--- config.mk ---
export PLATFORM = sky130hd
export DESIGN_NAME = input_conditioner_flat
export DESIGN_NICKNAME = d
export VERILOG_FILES = /design/src/rtl/input_conditioner_pkg.sv /design/src/rtl/input_conditioner_if.sv /design/src/rtl/input_conditioner_db_channel.sv /design/src/rtl/input_conditioner.sv /design/src/flat_wrapper.sv
export SDC_FILE = /design/constraint.sdc
export NUM_CORES = 1
export LEC_CHECK = 0
export CELL_PAD_IN_SITES_DETAIL_PLACEMENT = 2
export CELL_PAD_IN_SITES_GLOBAL_PLACEMENT = 2
export CORE_MARGIN = 1.5
export CORE_UTILIZATION = 39
export CTS_CLUSTER_SIZE = 20
export DETAILED_ROUTE_END_ITERATION = 8
export GPL_ROUTABILITY_DRIVEN = 0
export GPL_TIMING_DRIVEN = 0
export PLACE_DENSITY_LB_ADDON = 0.2
export SYNTH_ARGS = -nofsm -noshare
export SYNTH_HDL_FRONTEND = slang
export SYNTH_SLANG_ARGS = --single-unit
--- constraint.sdc ---
create_clock -name clk -period 6.56 [get_ports clk]
set_clock_uncertainty 0.2 [all_clocks]
set_input_delay 0.984 -clock clk [delete_from_list [all_inputs] [get_ports clk]]
set_output_delay 0.984 -clock clk [all_outputs]
set_load 0.01 [all_outputs]
--- src/rtl/input_conditioner_pkg.sv ---
// input_cond_pkg: default parameters, repeat FSM states and counter width helper for input_conditioner
package input_cond_pkg;
  localparam int DEF_NUM_BTN = 5;
  localparam int DEF_NUM_SW = 8;
  localparam int DEF_SYNC_STAGES = 2;
  localparam int DEF_TICK_DIV = 100000;
  localparam int DEF_DB_TICKS = 5;
  localparam int DEF_REPEAT_DELAY = 500;
  localparam int DEF_REPEAT_RATE = 100;
  typedef enum logic [1:0] {IDLE, DELAY, RATE} rpt_state_t;
  function automatic int cw(input int n);
    return n > 1 ? $clog2(n) : 1;
  endfunction
endpackage

--- src/rtl/input_conditioner_if.sv ---
// input_conditioner_if: raw inputs and conditioned outputs of input_conditioner
interface input_conditioner_if #(
  parameter int NUM_BTN = input_cond_pkg::DEF_NUM_BTN,
  parameter int NUM_SW = input_cond_pkg::DEF_NUM_SW
);
  logic [NUM_BTN-1:0] pbtn_in, pbtn_db, pbtn_press, pbtn_release, pbtn_repeat;
  logic [NUM_SW-1:0] switch_in, swtch_db, swtch_chg;
  modport master (
    output pbtn_in, switch_in,
    input pbtn_db, pbtn_press, pbtn_release, pbtn_repeat, swtch_db, swtch_chg
  );
  modport slave (
    input pbtn_in, switch_in,
    output pbtn_db, pbtn_press, pbtn_release, pbtn_repeat, swtch_db, swtch_chg
  );
endinterface

--- src/rtl/input_conditioner_db_channel.sv ---
// db_channel: synchronizer, tick-based debounce counter and registered rise/fall pulses for one input
module db_channel import input_cond_pkg::*; #(
  parameter int SYNC_STAGES = DEF_SYNC_STAGES,
  parameter int DB_TICKS = DEF_DB_TICKS
) (
  input  logic clk,
  input  logic rst_n,
  input  logic raw,
  input  logic tick,
  output logic db,
  output logic rise,
  output logic fall
);
  localparam int CW = cw(DB_TICKS);
  logic [SYNC_STAGES-1:0] sync;
  logic [CW-1:0] cnt;
  logic s, flip;
  assign s = sync[SYNC_STAGES-1];
  assign flip = s != db && tick && cnt == CW'(DB_TICKS - 1);
  always_ff @(posedge clk or negedge rst_n)
    if (!rst_n) begin
      sync <= '0;
      cnt <= '0;
      db <= 1'b0;
      rise <= 1'b0;
      fall <= 1'b0;
    end else begin
      sync <= {sync[SYNC_STAGES-2:0], raw};
      rise <= flip && s;
      fall <= flip && !s;
      db <= flip ? s : db;
      cnt <= (s == db || flip) ? '0 : tick ? cnt + CW'(1) : cnt;
    end
endmodule

--- src/rtl/input_conditioner.sv ---
// input_conditioner: debounces buttons and switches on a shared tick, with per-button auto-repeat
module input_conditioner import input_cond_pkg::*; #(
  parameter int NUM_BTN = DEF_NUM_BTN,
  parameter int NUM_SW = DEF_NUM_SW,
  parameter int SYNC_STAGES = DEF_SYNC_STAGES,
  parameter int TICK_DIV = DEF_TICK_DIV,
  parameter int DB_TICKS = DEF_DB_TICKS,
  parameter int REPEAT_DELAY = DEF_REPEAT_DELAY,
  parameter int REPEAT_RATE = DEF_REPEAT_RATE
) (
  input logic clk,
  input logic rst,
  input_conditioner_if.slave io
);
  localparam int PW = cw(TICK_DIV);
  localparam int RW = cw(REPEAT_DELAY > REPEAT_RATE ? REPEAT_DELAY : REPEAT_RATE);
  logic [1:0] rst_sync;
  logic rst_n, tick;
  logic [PW-1:0] pcnt;
  logic [NUM_BTN-1:0] btn_db, btn_rise, btn_fall, btn_rpt;
  logic [NUM_SW-1:0] sw_rise, sw_fall;
  // reset takes effect at once but is released two clk edges later
  always_ff @(posedge clk or negedge rst)
    if (!rst) rst_sync <= 2'b00;
    else rst_sync <= {rst_sync[0], 1'b1};
  assign rst_n = rst_sync[1];
  assign tick = pcnt == PW'(TICK_DIV - 1);
  always_ff @(posedge clk or negedge rst_n)
    if (!rst_n) pcnt <= '0;
    else pcnt <= tick ? '0 : pcnt + PW'(1);
  for (genvar b = 0; b < NUM_BTN; b++) begin : g_btn
    rpt_state_t st;
    logic [RW-1:0] rc;
    logic rpt;
    db_channel #(.SYNC_STAGES(SYNC_STAGES), .DB_TICKS(DB_TICKS)) u_db (
      .clk(clk), .rst_n(rst_n), .raw(io.pbtn_in[b]), .tick(tick),
      .db(btn_db[b]), .rise(btn_rise[b]), .fall(btn_fall[b])
    );
    // the press edge is always a tick, so the first counted tick is the one after it
    always_ff @(posedge clk or negedge rst_n)
      if (!rst_n) begin
        st <= IDLE;
        rc <= '0;
        rpt <= 1'b0;
      end else begin
        rpt <= 1'b0;
        if (st == IDLE) begin
          rc <= '0;
          st <= btn_rise[b] ? DELAY : IDLE;
        end else if (!btn_db[b]) begin
          rc <= '0;
          st <= IDLE;
        end else if (tick) begin
          if (rc == RW'((st == DELAY ? REPEAT_DELAY : REPEAT_RATE) - 1)) begin
            rc <= '0;
            rpt <= 1'b1;
            st <= RATE;
          end else rc <= rc + RW'(1);
        end
      end
    // a repeat landing on the release edge is suppressed
    assign btn_rpt[b] = rpt && !btn_fall[b];
  end
  for (genvar s = 0; s < NUM_SW; s++) begin : g_sw
    db_channel #(.SYNC_STAGES(SYNC_STAGES), .DB_TICKS(DB_TICKS)) u_db (
      .clk(clk), .rst_n(rst_n), .raw(io.switch_in[s]), .tick(tick),
      .db(io.swtch_db[s]), .rise(sw_rise[s]), .fall(sw_fall[s])
    );
  end
  assign io.pbtn_db = btn_db;
  assign io.pbtn_press = btn_rise;
  assign io.pbtn_release = btn_fall;
  assign io.pbtn_repeat = btn_rpt;
  assign io.swtch_chg = sw_rise | sw_fall;
endmodule

--- src/flat_wrapper.sv ---
// flat-port wrapper written by rule: the top's interface ports become plain ports
module input_conditioner_flat import input_cond_pkg::*;
#(
  parameter int NUM_BTN = DEF_NUM_BTN,
  parameter int NUM_SW = DEF_NUM_SW,
  parameter int SYNC_STAGES = DEF_SYNC_STAGES,
  parameter int TICK_DIV = DEF_TICK_DIV,
  parameter int DB_TICKS = DEF_DB_TICKS,
  parameter int REPEAT_DELAY = DEF_REPEAT_DELAY,
  parameter int REPEAT_RATE = DEF_REPEAT_RATE
)
  (clk, rst, io_pbtn_in, io_switch_in, io_pbtn_db, io_pbtn_press, io_pbtn_release, io_pbtn_repeat, io_swtch_db, io_swtch_chg);
  input_conditioner_if #(.NUM_BTN(NUM_BTN), .NUM_SW(NUM_SW)) io_i ();
  input logic clk;
  input logic rst;
  input wire logic [$bits(io_i.pbtn_in)-1:0] io_pbtn_in;
  input wire logic [$bits(io_i.switch_in)-1:0] io_switch_in;
  output wire logic [$bits(io_i.pbtn_db)-1:0] io_pbtn_db;
  output wire logic [$bits(io_i.pbtn_press)-1:0] io_pbtn_press;
  output wire logic [$bits(io_i.pbtn_release)-1:0] io_pbtn_release;
  output wire logic [$bits(io_i.pbtn_repeat)-1:0] io_pbtn_repeat;
  output wire logic [$bits(io_i.swtch_db)-1:0] io_swtch_db;
  output wire logic [$bits(io_i.swtch_chg)-1:0] io_swtch_chg;
  assign io_i.pbtn_in = io_pbtn_in;
  assign io_i.switch_in = io_switch_in;
  assign io_pbtn_db = io_i.pbtn_db;
  assign io_pbtn_press = io_i.pbtn_press;
  assign io_pbtn_release = io_i.pbtn_release;
  assign io_pbtn_repeat = io_i.pbtn_repeat;
  assign io_swtch_db = io_i.swtch_db;
  assign io_swtch_chg = io_i.swtch_chg;
  input_conditioner #(.NUM_BTN(NUM_BTN), .NUM_SW(NUM_SW), .SYNC_STAGES(SYNC_STAGES), .TICK_DIV(TICK_DIV), .DB_TICKS(DB_TICKS), .REPEAT_DELAY(REPEAT_DELAY), .REPEAT_RATE(REPEAT_RATE)) u_core (.clk(clk), .rst(rst), .io(io_i));
endmodule
==> results.json <==
{
  "ys_seq_elements": 183,
  "tightest_slew_ns": 1.195,
  "synthDistinctLibCells": 57,
  "power.density_mw_per_mm2": 222.7,
  "post-cts-setup-buffer-count": 0,
  "synth_ff_type": "dfrtp_1",
  "cts_resized": 0,
  "nets": 1001,
  "seqCellArea_mm2": 0.004583,
  "preCtsSetupSlack_ns": 3.208,
  "synth_area_mm2": 0.008715,
  "async_flop_share_pct": 100.0,
  "tns_ns": 0,
  "grt-ovfl-total": 0,
  "synthCells": 883,
  "syn_area_per_cell_um2": 9.869,
  "ctsHoldBuffers": 0,
  "layout_commonest_cell": "dfrtp_1",
  "wl_per_cell_um": 20.70,
  "first_pass_iters": 4,
  "hold_path.class": "reg -> reg",
  "vias": 7067,
  "p_leak_nw": 4.279,
  "die_x_um": 152.5,
  "drt_iter0_markers": 240,
  "setup_ws_ns": 3.252,
  "mostFrequentLayoutCells": "dfrtp_1, nand2_1, a21oi_1, nand3_1, clkdlybuf4s50_1",
  "synth_nets": 930,
  "wl_um": 25820,
  "finalSetupViolations": 0,
  "drc": 0,
  "clkTransAtPathRegs_ns": 0.08,
  "hold_viol_final": 0,
  "path_class": "reg -> reg",
  "area_growth_pct": 17.49,
  "yosysTopAreaCellShare_pct": 52.55,
  "cts.sinks": 183,
  "port_buffers": 50,
  "cts_tree": "yes",
  "dp_hpwl_um": 17600,
  "arrival_ns": 3.41,
  "multi_input_area_mm2": 0.003682,
  "n_fill_cell": 2373,
  "grt_usage_pct": 23.56,
  "slew_headroom_pct": 19.50,
  "total_power_mw": 2.280,
  "yosys.area.top_type": "dfrtp_1",
  "period_share_pct": 50.42,
  "maxCapViolCount": 0,
  "insertedDiodeCount": 0,
  "period_minus_slack_ns": 3.308,
  "clockBufferDepth": 2,
  "worst_path_max_delay_cell": "buf_1",
  "antenna_found_initial": 0,
  "critical_path.cell_chain": "ha_1 > nand3_1 > nor3_1 > nand2_1 > clkbuf_1 > buf_1 > nor4b_1",
  "die_y_um": 152.5,
  "synth_edf_count": 0,
  "ys_warn_count": 0,
  "vias_per_cell": 5.667,
  "crit_fanout": 10,
  "start_util_pct": 39.81,
  "cp-start-kind": "flip-flop",
  "cts_max_level": 4,
  "ios": 51,
  "critPathMaxStageDelay_ns": 0.51,
  "grt_pass1_vias": 7943,
  "slew_violations": 0,
  "ys_seq_area_share_pct": 52.55,
  "status": "complete, no violations",
  "root_buffer": "clkbuf_16",
  "drive_gt1_share_pct": 8.997,
  "worst_skew_pair.late_latency_ns": 0.44,
  "irDropWorstVdd_uv": 156.4,
  "cts_buffers": 17,
  "fmax_mhz": 302.3,
  "cp-end-kind": "flip-flop",
  "ys_top_cells_by_area": "dfrtp_1, ha_1, nand2_1",
  "row_count": 54,
  "required_ns": 6.66,
  "grt_first_pass_wirelength_um": 43350,
  "drt.antenna.violating_nets": 0,
  "grt_max_degree": 69,
  "coreArea_mm2": 0.02189,
  "fp.dieArea_mm2": 0.02325,
  "rsz0062_at_grt": "no"
}
## cells in the mapped netlist (all sizes together), types with 2 or more instances
cell type    n
o41ai       11
nand4        8
xor2        12
nand4b       2
nor3b        2
a21oi       66
nand2      105
o21ai       42
nor4b       14
a31oi       10
o211ai       3
nand2b       8
nand3b       2
nor2        44
nor4        22
xnor2       19
a32oi        4
dfrtp      183
nor2b       13
buf         37
o22ai        5
o31ai       13
nor3        30
and2         8
or4         11
and3        10
a31o         4
a2bb2oi      5
clkbuf      14
or2         10
a32o         2
o21a         3
mux2i        4
ha          32
or3         10
nand3       58
o22a         3
a22o         2
inv         42
## cells by family after synthesis
logic type	after synthesis	synth area share [%]
AOI/OAI and AO/OA	178	12.53
xor gates and xnor gates	31	3.116
adders and majority gates	32	4.594
buffers and inverters	93	5.197
DFF	183	52.55
muxes	4	0.4595
other	1	0.04303
and+or+nand+nor	361	21.51
## cell type report
| type | count | share of cell area, % |
|---|---|---|
| clock inverters | 14 | 1.711 |
| flip-flops and latches | 183 | 44.76 |
| plain buffers | 51 | 2.884 |
| inverters | 42 | 1.540 |
| well taps | 280 | 3.422 |
| multi-input cells | 607 | 35.96 |
| clock buffers | 18 | 4.289 |
| repair buffers | 52 | 5.426 |
## registers in the layout (all words and copies together), names as in the netlist
name	flops
u_core.g_sw.u_db.db	8
u_core.g_sw.u_db.cnt	24
u_core.g_btn.u_db.cnt	15
u_core.g_btn.u_db.rise	5
u_core.rst_sync	2
u_core.g_sw.u_db.rise	8
u_core.g_btn.rpt	5
u_core.g_btn.u_db.sync	10
u_core.pcnt	17
u_core.g_btn.st	10
u_core.g_btn.u_db.db	5
u_core.g_sw.u_db.fall	8
u_core.g_btn.rc	45
u_core.g_sw.u_db.sync	16
u_core.g_btn.u_db.fall	5
## metal layers
metal | wire length, um | GRT usage (%) | share of wire (%)
met1 | 11760 | 31.10 | 46
met2 | 12950 | 40.31 | 50
met3 | 631 | 3.498 | 2.4
met4 | 473 | 6.777 | 1.8
met5 | 0 | 0 | 0
## report_power, final
part | leakage, nW | switching (mW) | internal [mW] | total [mW]
Sequential | 2.48 | 0.0135 | 1.14 | 1.15
Combinational | 1.49 | 0.0218 | 0.0138 | 0.0356
Clock | 0.305 | 0.503 | 0.592 | 1.09
Total | 4.28 | 0.538 | 1.74 | 2.28
## final timing paths
kind | from | depth (start not counted) | slack, ns | to
min | u_core.g_btn[2].u_db.sync[0] | 0 | 0.15 | u_core.g_btn[2].u_db.sync[1]
max | u_core.pcnt[0] | 7 | 3.25 | u_core.g_btn[0].u_db.fall
max reg2reg | u_core.pcnt[0] | 7 | 3.25 | u_core.g_btn[0].u_db.fall
min reg2reg | u_core.g_btn[2].u_db.sync[0] | 0 | 0.15 | u_core.g_btn[2].u_db.sync[1]
min in group asynchronous | u_core.rst_sync[1] | 0 | 0.27 | u_core.pcnt[2]
max in group asynchronous | u_core.rst_sync[1] | 2 | 4.73 | u_core.g_btn[0].u_db.rise
## worst max-delay path: cells and delay by family, from the launching register on
| family | cells | cell delay, ns |
|---|---|---|
| buffers and inverters | 2 | 0.90 |
| DFF | 1 | 0.37 |
| and+or+nand+nor | 4 | 1.44 |
| adders and majority gates | 1 | 0.24 |
## metrics by stage
step	cells	hold slack [ns]	cell area (um2)	util (%)
6_report	1247	0.1514	10240	46.77
5_1_grt	1247	0.1689	10240	46.77
4_1_cts	1247	0.1557	10240	46.77
3_5_place_dp	1215	0.1371	9624	43.96
3_3_place_gp	1213	0.1331	9565	43.70
2_1_floorplan	883	0.1312	8715	-
No activity file was read; power rests on OpenSTA's default activity.
